==> config.mk <==
export PLATFORM = sky130hd
export DESIGN_NAME = i2s_dac_serializer_flat
export DESIGN_NICKNAME = d
export VERILOG_FILES = /design/src/rtl/i2s_dac_serializer_if.sv /design/src/rtl/i2s_dac_serializer.sv /design/src/flat_wrapper.sv
export SDC_FILE = /design/constraint.sdc
export NUM_CORES = 1
export LEC_CHECK = 0
export CAP_MARGIN = 20
export CORE_UTILIZATION = 30
export DETAILED_ROUTE_END_ITERATION = 16
export PLACE_DENSITY = 0.57
export SYNTH_ARGS = -nofsm -noshare
export SYNTH_HDL_FRONTEND = slang
export SYNTH_SLANG_ARGS = --single-unit
==> constraint.sdc <==
create_clock -name clk -period 2 [get_ports clk]
set_clock_uncertainty 0.1 [all_clocks]
set_input_delay 0.5 -clock clk [delete_from_list [all_inputs] [get_ports clk]]
set_output_delay 0.5 -clock clk [all_outputs]
set_load 0.02 [all_outputs]
==> src/rtl/i2s_dac_serializer_if.sv <==
// i2s_dac_serializer_if: stereo sample stream into the DAC serializer
// audioIn  : stereo word {left, right}, 2*SAMPLE_W bits
// in_valid : producer holds a new sample
// in_ready : serializer buffer can take a sample this cycle (transfer = valid & ready)
interface i2s_dac_serializer_if #(
    parameter int SAMPLE_W = 16
);
    logic [2*SAMPLE_W-1:0] audioIn;
    logic                  in_valid;
    logic                  in_ready;
    modport master (output audioIn, in_valid, input in_ready);
    modport slave  (input audioIn, in_valid, output in_ready);
endinterface

==> src/rtl/i2s_dac_serializer.sv <==
// i2s_dac_serializer: buffers a stereo word and shifts it MSB-first onto the codec DAC line
// clk          : system clock (>= 8x AUD_BCLK)
// rst          : asynchronous active-low reset
// AUD_BCLK     : codec bit clock, oversampled as data
// AUD_DACLRCK  : codec frame clock, high = left, low = right
// s_in         : sample stream (audioIn / in_valid / in_ready)
// AUD_DACDAT   : serial data to the codec
// frame_start  : one-clk pulse when a frame enters the shifter
// underrun     : sticky, set when a frame starts with the buffer empty
// underrun_clr : clears underrun (a simultaneous new underrun wins)
module i2s_dac_serializer #(
    parameter int SAMPLE_W    = 16,
    parameter int I2S_DELAY   = 0,
    parameter int SYNC_STAGES = 2
) (
    input  logic                       clk,
    input  logic                       rst,
    input  logic                       AUD_BCLK,
    input  logic                       AUD_DACLRCK,
    i2s_dac_serializer_if.slave        s_in,
    output logic                       AUD_DACDAT,
    output logic                       frame_start,
    output logic                       underrun,
    input  logic                       underrun_clr
);
    localparam int FW = 2 * SAMPLE_W;
    localparam int CW = $clog2(SAMPLE_W + I2S_DELAY + 1);

    typedef enum logic [1:0] {IDLE, DELAY, SHIFT, PAD} state_t;

    state_t                 state, state_n;
    logic [SYNC_STAGES-1:0] bclk_sync, lrck_sync;
    logic                   bclk_prev, lr_q, primed, ready_en, full;
    logic [FW-1:0]          buffer, frame;
    logic [SAMPLE_W-1:0]    ch, ch_n, half;
    logic [CW-1:0]          cnt, cnt_n;
    logic                   dat_n, bclk_fall, boundary, left_start, wr;

    // primed masks the first falling edge after reset so a mid-frame LRCK level is never taken as a boundary
    assign bclk_fall      = bclk_prev & ~bclk_sync[SYNC_STAGES-1];
    assign boundary       = bclk_fall & primed & (lrck_sync[SYNC_STAGES-1] != lr_q);
    assign left_start     = boundary & lrck_sync[SYNC_STAGES-1];
    assign frame_start    = left_start;
    assign s_in.in_ready  = ready_en & (~full | left_start);
    assign wr             = s_in.in_valid & s_in.in_ready;
    // on a left start the shifter takes the buffer if full, otherwise the previous frame repeats
    assign half = left_start ? (full ? buffer[FW-1:SAMPLE_W] : frame[FW-1:SAMPLE_W])
                             : frame[SAMPLE_W-1:0];

    always_ff @(posedge clk or negedge rst) begin
        if (!rst) begin
            bclk_sync <= '0;
            lrck_sync <= '0;
            bclk_prev <= 1'b0;
            lr_q      <= 1'b0;
            primed    <= 1'b0;
            ready_en  <= 1'b0;
            full      <= 1'b0;
            buffer    <= '0;
            frame     <= '0;
            underrun  <= 1'b0;
        end else begin
            bclk_sync <= {bclk_sync[SYNC_STAGES-2:0], AUD_BCLK};
            lrck_sync <= {lrck_sync[SYNC_STAGES-2:0], AUD_DACLRCK};
            bclk_prev <= bclk_sync[SYNC_STAGES-1];
            ready_en  <= 1'b1;
            if (bclk_fall) begin
                lr_q   <= lrck_sync[SYNC_STAGES-1];
                primed <= 1'b1;
            end
            if (wr)
                buffer <= s_in.audioIn;
            full     <= wr | (full & ~left_start);
            if (left_start & full)
                frame <= buffer;
            underrun <= (left_start & ~full) | (underrun & ~underrun_clr);
        end
    end

    always_ff @(posedge clk or negedge rst) begin
        if (!rst) begin
            state      <= IDLE;
            cnt        <= '0;
            ch         <= '0;
            AUD_DACDAT <= 1'b0;
        end else begin
            state      <= state_n;
            cnt        <= cnt_n;
            ch         <= ch_n;
            AUD_DACDAT <= dat_n;
        end
    end

    always_comb begin
        state_n = state;
        cnt_n   = cnt;
        ch_n    = ch;
        dat_n   = AUD_DACDAT;
        if (boundary && (state != IDLE || left_start)) begin
            if (I2S_DELAY == 0) begin
                state_n = SHIFT;
                cnt_n   = CW'(1);
                dat_n   = half[SAMPLE_W-1];
                ch_n    = half << 1;
            end else begin
                state_n = DELAY;
                cnt_n   = CW'(I2S_DELAY);
                dat_n   = 1'b0;
                ch_n    = half;
            end
        end else if (bclk_fall) begin
            case (state)
                DELAY: begin
                    if (cnt == CW'(1)) begin
                        state_n = SHIFT;
                        dat_n   = ch[SAMPLE_W-1];
                        ch_n    = ch << 1;
                    end else begin
                        cnt_n = cnt - CW'(1);
                    end
                end
                SHIFT: begin
                    if (cnt == CW'(SAMPLE_W)) begin
                        state_n = PAD;
                        dat_n   = 1'b0;
                    end else begin
                        dat_n = ch[SAMPLE_W-1];
                        ch_n  = ch << 1;
                        cnt_n = cnt + CW'(1);
                    end
                end
                default: dat_n = 1'b0;
            endcase
        end
    end
endmodule

==> src/flat_wrapper.sv <==
// flat-port wrapper written by rule: the top's interface ports become plain ports
module i2s_dac_serializer_flat 
#(
    parameter int SAMPLE_W    = 16,
    parameter int I2S_DELAY   = 0,
    parameter int SYNC_STAGES = 2
)
  (clk, rst, AUD_BCLK, AUD_DACLRCK, AUD_DACDAT, frame_start, underrun, underrun_clr, s_in_audioIn, s_in_in_valid, s_in_in_ready);
  i2s_dac_serializer_if #(.SAMPLE_W(SAMPLE_W)) s_in_i ();
  input  logic clk;
  input  logic rst;
  input  logic AUD_BCLK;
  input  logic AUD_DACLRCK;
  output logic AUD_DACDAT;
  output logic frame_start;
  output logic underrun;
  input  logic underrun_clr;
  input wire logic [$bits(s_in_i.audioIn)-1:0] s_in_audioIn;
  input wire logic [$bits(s_in_i.in_valid)-1:0] s_in_in_valid;
  output wire logic [$bits(s_in_i.in_ready)-1:0] s_in_in_ready;
  assign s_in_i.audioIn = s_in_audioIn;
  assign s_in_i.in_valid = s_in_in_valid;
  assign s_in_in_ready = s_in_i.in_ready;
  i2s_dac_serializer #(.SAMPLE_W(SAMPLE_W), .I2S_DELAY(I2S_DELAY), .SYNC_STAGES(SYNC_STAGES)) u_core (.clk(clk), .rst(rst), .AUD_BCLK(AUD_BCLK), .AUD_DACLRCK(AUD_DACLRCK), .s_in(s_in_i), .AUD_DACDAT(AUD_DACDAT), .frame_start(frame_start), .underrun(underrun), .underrun_clr(underrun_clr));
endmodule
Word-level counts from Yosys, hierarchy flattened

Cells that the tools add are included.
W data, S select, Z words.

Register bits: 98
Bits of input ports: 38
Output and inout bits: 4
Logic and storage cells: 73

Add/subtract/negate cells: 2
Equal/unequal tests: 9
Multiplexer cells: 22
Bitwise gates (word level): 17
Reduce and logical (&&, ||, !) cells: 9

Operator list:

| kind                  | number |
|---|---|
| $mux W16              | 6 |
| $pmux W16 S2          | 1 |
| $mux W5               | 4 |
| $reduce_and A4 Y1     | 3 |
| $and A1 B1 Y1         | 10 |
| $pmux W5 S2           | 1 |
| $mux W2               | 4 |
| $ne A3 B1 Y1 const B  | 2 |
| $ne A3 B2 Y1 const B  | 2 |
| $add A5 B1 Y5 const B | 1 |
| $eq A5 B1 Y1 const B  | 1 |
| $eq A5 B5 Y1 const B  | 1 |
| $sub A5 B1 Y5 const B | 1 |
| $mux W1               | 4 |
| $not A1 Y1            | 4 |
| $pmux W2 S2           | 1 |
| $reduce_bool A2 Y1    | 2 |
| $or A1 B1 Y1          | 3 |
| $reduce_bool A3 Y1    | 1 |
| $eq A2 B1 Y1 const B  | 1 |
| $eq A2 B2 Y1 const B  | 1 |
| $pmux W1 S2           | 1 |
| $reduce_and A2 Y1     | 1 |
| $logic_and A1 B1 Y1   | 1 |
| 2 further kinds       | 2 |

Depth between registers and ports, before layout

Depth after elaboration: 9
Depth in mapped cells: 9
Depth with buffers taken out: 7

Worst setup path before layout

Ideal clock, no wire load.

Kind: register to register
Start: reg u_core.state[0]
End: reg u_core.ch[10]
Setup time: 0.130 ns
Arrival: 1.641 ns
Data required time: 1.770 ns
Slack: 0.128 ns
Cell stages (with the launch flop): 9
Path buffers: 2
Clock period less this slack: 1.872 ns
Cell sequence: dfrtp_1 -> inv_1 -> ha_1 -> nor3b_2 -> o211ai_1 -> buf_2 -> buf_2 -> a222oi_1 -> o21ai_0

Cells in the longest elaborated chain, start to end: 5
Elaborated cells on any way between the ends: 13
Classes of those cells: 4 x eq/ne; 3 x mux; 6 x reduce/logical

RTL lines:

| what                                                 | line                     | text |
|---|---|---|
| from (decl)                                          | i2s_dac_serializer.sv:31 | `state_t state, state_n;` |
| from (signal assigned)                               | i2s_dac_serializer.sv:87 | `state <= state_n;` |
| $reduce_bool A2 Y1                                   | i2s_dac_serializer.sv:99 | `if (boundary && (state != IDLE \|\| left_start)) begin` |
| $logic_or A1 B1 Y1                                   | i2s_dac_serializer.sv:99 |  |
| $logic_and A1 B1 Y1                                  | i2s_dac_serializer.sv:99 |  |
| $ne A3 B1 Y1 (no line), or another cell as far along | n/a                      |  |
| $reduce_and A4 Y1 (no line)                          | n/a                      |  |
| to (signal assigned)                                 | i2s_dac_serializer.sv:89 | `ch <= ch_n;` |
| to (decl)                                            | i2s_dac_serializer.sv:35 | `logic [SAMPLE_W-1:0] ch, ch_n, half;` |

Several ways; a longest one is shown, not always the timed one. The select of a mux whose other input is x is not followed.
A chain may end at the register's enable or synchronous reset.

Worst setup path in the final report

Start: reg u_core.state[1]
End: reg u_core.cnt[4]

Cells in the longest elaborated chain, start to end: 5
Elaborated cells on any way between the ends: 13
Classes of those cells: 4 x eq/ne; 3 x mux; 6 x reduce/logical

RTL lines:

| what                                                 | line                     | text |
|---|---|---|
| $reduce_bool A2 Y1                                   | i2s_dac_serializer.sv:99 |  |
| $logic_or A1 B1 Y1                                   | i2s_dac_serializer.sv:99 |  |
| $logic_and A1 B1 Y1                                  | i2s_dac_serializer.sv:99 |  |
| $ne A3 B2 Y1 (no line), or another cell as far along | n/a                      |  |
| $reduce_and A4 Y1 (no line)                          | n/a                      |  |
| to (signal assigned)                                 | i2s_dac_serializer.sv:88 | `cnt <= cnt_n;` |
| to (decl)                                            | i2s_dac_serializer.sv:36 | `logic [CW-1:0] cnt, cnt_n;` |

Several ways; a longest one is shown, not always the timed one. The select of a mux whose other input is x is not followed.

==> results.txt <==
gpl congestion: 0.744
CTS tree: built
Area Growth Syn to Fin: 30.6%
Critical Path Start Type: flop
Avg WL per Cell: 14.9 um
share of cells above drive strength 1: 0.384
Hold/Removal Path Class: flop to flop
run status: finished clean
vias in the first global route: 2779
post-synthesis register bit count: 97
crit path kind: flop to flop
Clock Latency Late Sink: 0.34 ns
Routed Antenna Nets: 0
largest net degree at the start of global routing: 52
Final Max Tran Viols: 0
Lkg Pwr: 2.40 nW
worst-path maximum fanout: 5
Arrival @ worst endpoint: 2.16 ns
Post-Syn Area: 4260 sq um
unrepaired setup endpoints after global routing: true
H-Tree Level Count: 3
clk sink count: 97
total track usage: 0.123
max-cap viol count: 0
total routed wirelength: 8.60 mm
post-synthesis sequential area ratio: 0.569
Core Util, Final: 0.401
most used flip-flop cell after synthesis: dfrtp_1
Final Net Count: 439
# diodes: 0
Site Rows: 43
min setup slack post-route: 0.0155 ns
fin crit period: 1.98 ns
Peak Freq: 504 MHz
die area: 14700 sq um
Clock Root Buffer: clkbuf_16
first-pass GRT wire length: 13.8 mm
Worst Hold Slack: 0.310 ns
I/O Buffers: 41
PwrDens: 1350 nW/um^2
Post-DP HPWL: 5.80 mm
Worst VDD drop: 0.533 mV
post-synth cell types: 41
Die Ht: 121 um
fin cells: 578
slew margin rel.: 0.660
CTS Buffer Depth: 2
dpl ws: -0.236 ns
Tcrit/Tclk final: 0.992
core area: 13900 sq um
initial core utilization: 0.307
Avg Cell Area, Syn: 13.2 sq um
Worst EP required: 2.17 ns
initial antenna violation count: 0
Fin. Hold Viols: 0
starting DRC count in detailed routing: 173
# setup viols final: 0
drt first pass iters: 5
Placed Cells: 548
Die X-Extent: 121 um
TritonCTS Buffers: 9
total design power: 0.00752 W
FFs w/ async S/R, synth: 1.00
drc violations: 0
GRT overflow: 0
Clock Pin Slew Worst Setup and Hold Paths: 0.07 ns
vias per cell: 4.78
syn_nets: 366
endpoint class of the critical path: flop
num ports: 42
via count: 2762
Slew @ Worst Pin: 0.508 ns
Gate Count Post-Synth: 322
Synth Warn #: 0
Post-synth EDFFs: 0
timing repair:
action,in CTS,in global routing
hold buffers,1,0
setup endpoints to repair,45,23
buffers inserted,7,6
pin swaps,6,25
cloned,1,2
hold endpoints to repair,17,0
gates resized for setup,25,31
stage by stage:
stage	cell area, sq um	TNS, ns
after floorplan	4260	0
after global placement	5020	-1.21
after detailed placement	5020	-2.53
after CTS	5440	-0.0189
after global routing	5570	-0.668
final	5570	0
state kept, by name, indices dropped and copies added (netlist names):
register and cells:
u_core.bclk_prev 1, u_core.frame 32, u_core.lr_q 1, u_core.state 2, u_core.primed 1, u_core.lrck_sync 2, u_core.AUD_DACDAT 1, u_core.ch 15
u_core.full 1, u_core.ready_en 1, u_core.underrun 1, u_core.buffer 32, u_core.bclk_sync 2, u_core.cnt 5
critical path, stage by stage, from the launching register on:
cell	delay (ns)
dfrtp_1	0.39
inv_2	0.09
ha_4	0.14
nor3b_4	0.04
o211ai_1	0.43
nand2_2	0.15
or4_1	0.49
nand3_1	0.09
synthesized netlist by cell type (4+ instances only):
cell type	instances	area (sq um)
buf_2	13	65.1
o211ai_1	4	30.0
a222oi_1	15	150
mux2i_1	5	50.1
mux2_2	75	845
mux2_1	4	45.0
ha_1	6	75.1
o21ai_0	19	95.1
inv_1	6	22.5
nand2_1	32	120
dfrtp_1	97	2430
kinds of logic (layout without fill, tap and decap cells):
logic type,Yosys count,count (layout),share of synthesized area
flip-flops,97,97,0.569
multiplexers,85,85,0.224
AND/OR/NAND/NOR,58,58,0.0728
AO/OA/AOI/OAI,48,48,0.0833
buffers and inverters,26,102,0.0302
adder cells (fa/ha/maj),6,6,0.0176
other,1,1,0.000879
XOR/XNOR,1,1,0.00205
cells in the final DEF, fill, tap and decap left out, drive strengths merged, types with 2 or more instances in the layout:
master,instances
dfrtp,97
mux2,80
buf,42
clkdlybuf4s50,38
nand2,33
o21ai,19
a222oi,15
clkbuf,10
inv,7
ha,6
mux2i,5
o211ai,4
nand3,4
nand2b,3
nor2,3
nor3,3
a21o,2
or4,2
a21oi,2
bufinv,2
nor2b,2
and2,2
nor4b,2
worst paths after layout:
| kind | cells past startpoint | start | slack [ns] | endpoint |
|---|---|---|---|---|
| worst max-delay path | 7 | u_core.state[1] | 0.02 | u_core.cnt[4] |
| worst min-delay path | 0 | u_core.bclk_sync[1] | 0.31 | u_core.bclk_prev |
| worst max register to register | 7 | u_core.state[1] | 0.02 | u_core.cnt[4] |
| worst min register to register | 0 | u_core.bclk_sync[1] | 0.31 | u_core.bclk_prev |
| max in group asynchronous | 3 | rst | 0.77 | u_core.frame[19] |
| min in group asynchronous | 2 | rst | 0.49 | u_core.buffer[8] |
layout make-up:
cell class | instances | area (sq um)
clock buffers | 9 | 225
repair buffers | 82 | 786
clock inverters | 5 | 81.3
well taps | 180 | 225
fillers | 1318 | 8310
multi-input cells | 199 | 1800
flip-flops and latches | 97 | 2430
inverters | 6 | 22.5
power by group:
part / internal [W] / total (W) / switching, W
sequential: 0.00281 / 0.00334 / 0.000530
combinational: 0.00145 / 0.00239 / 0.000937
clock: 0.00108 / 0.00179 / 0.000704
metal layers:
metal  track usage  share of wire  routed length (um)  vias to the layer above
li1              -              -                   -                     1317
met1         0.158           0.46                3960                     1375
met2         0.200           0.48                4170                       60
met3        0.0329          0.041                 352                       10
met4        0.0440          0.014                 121                        0
met5             0              0                   0                        -
(Power assumes the default switching activity.)
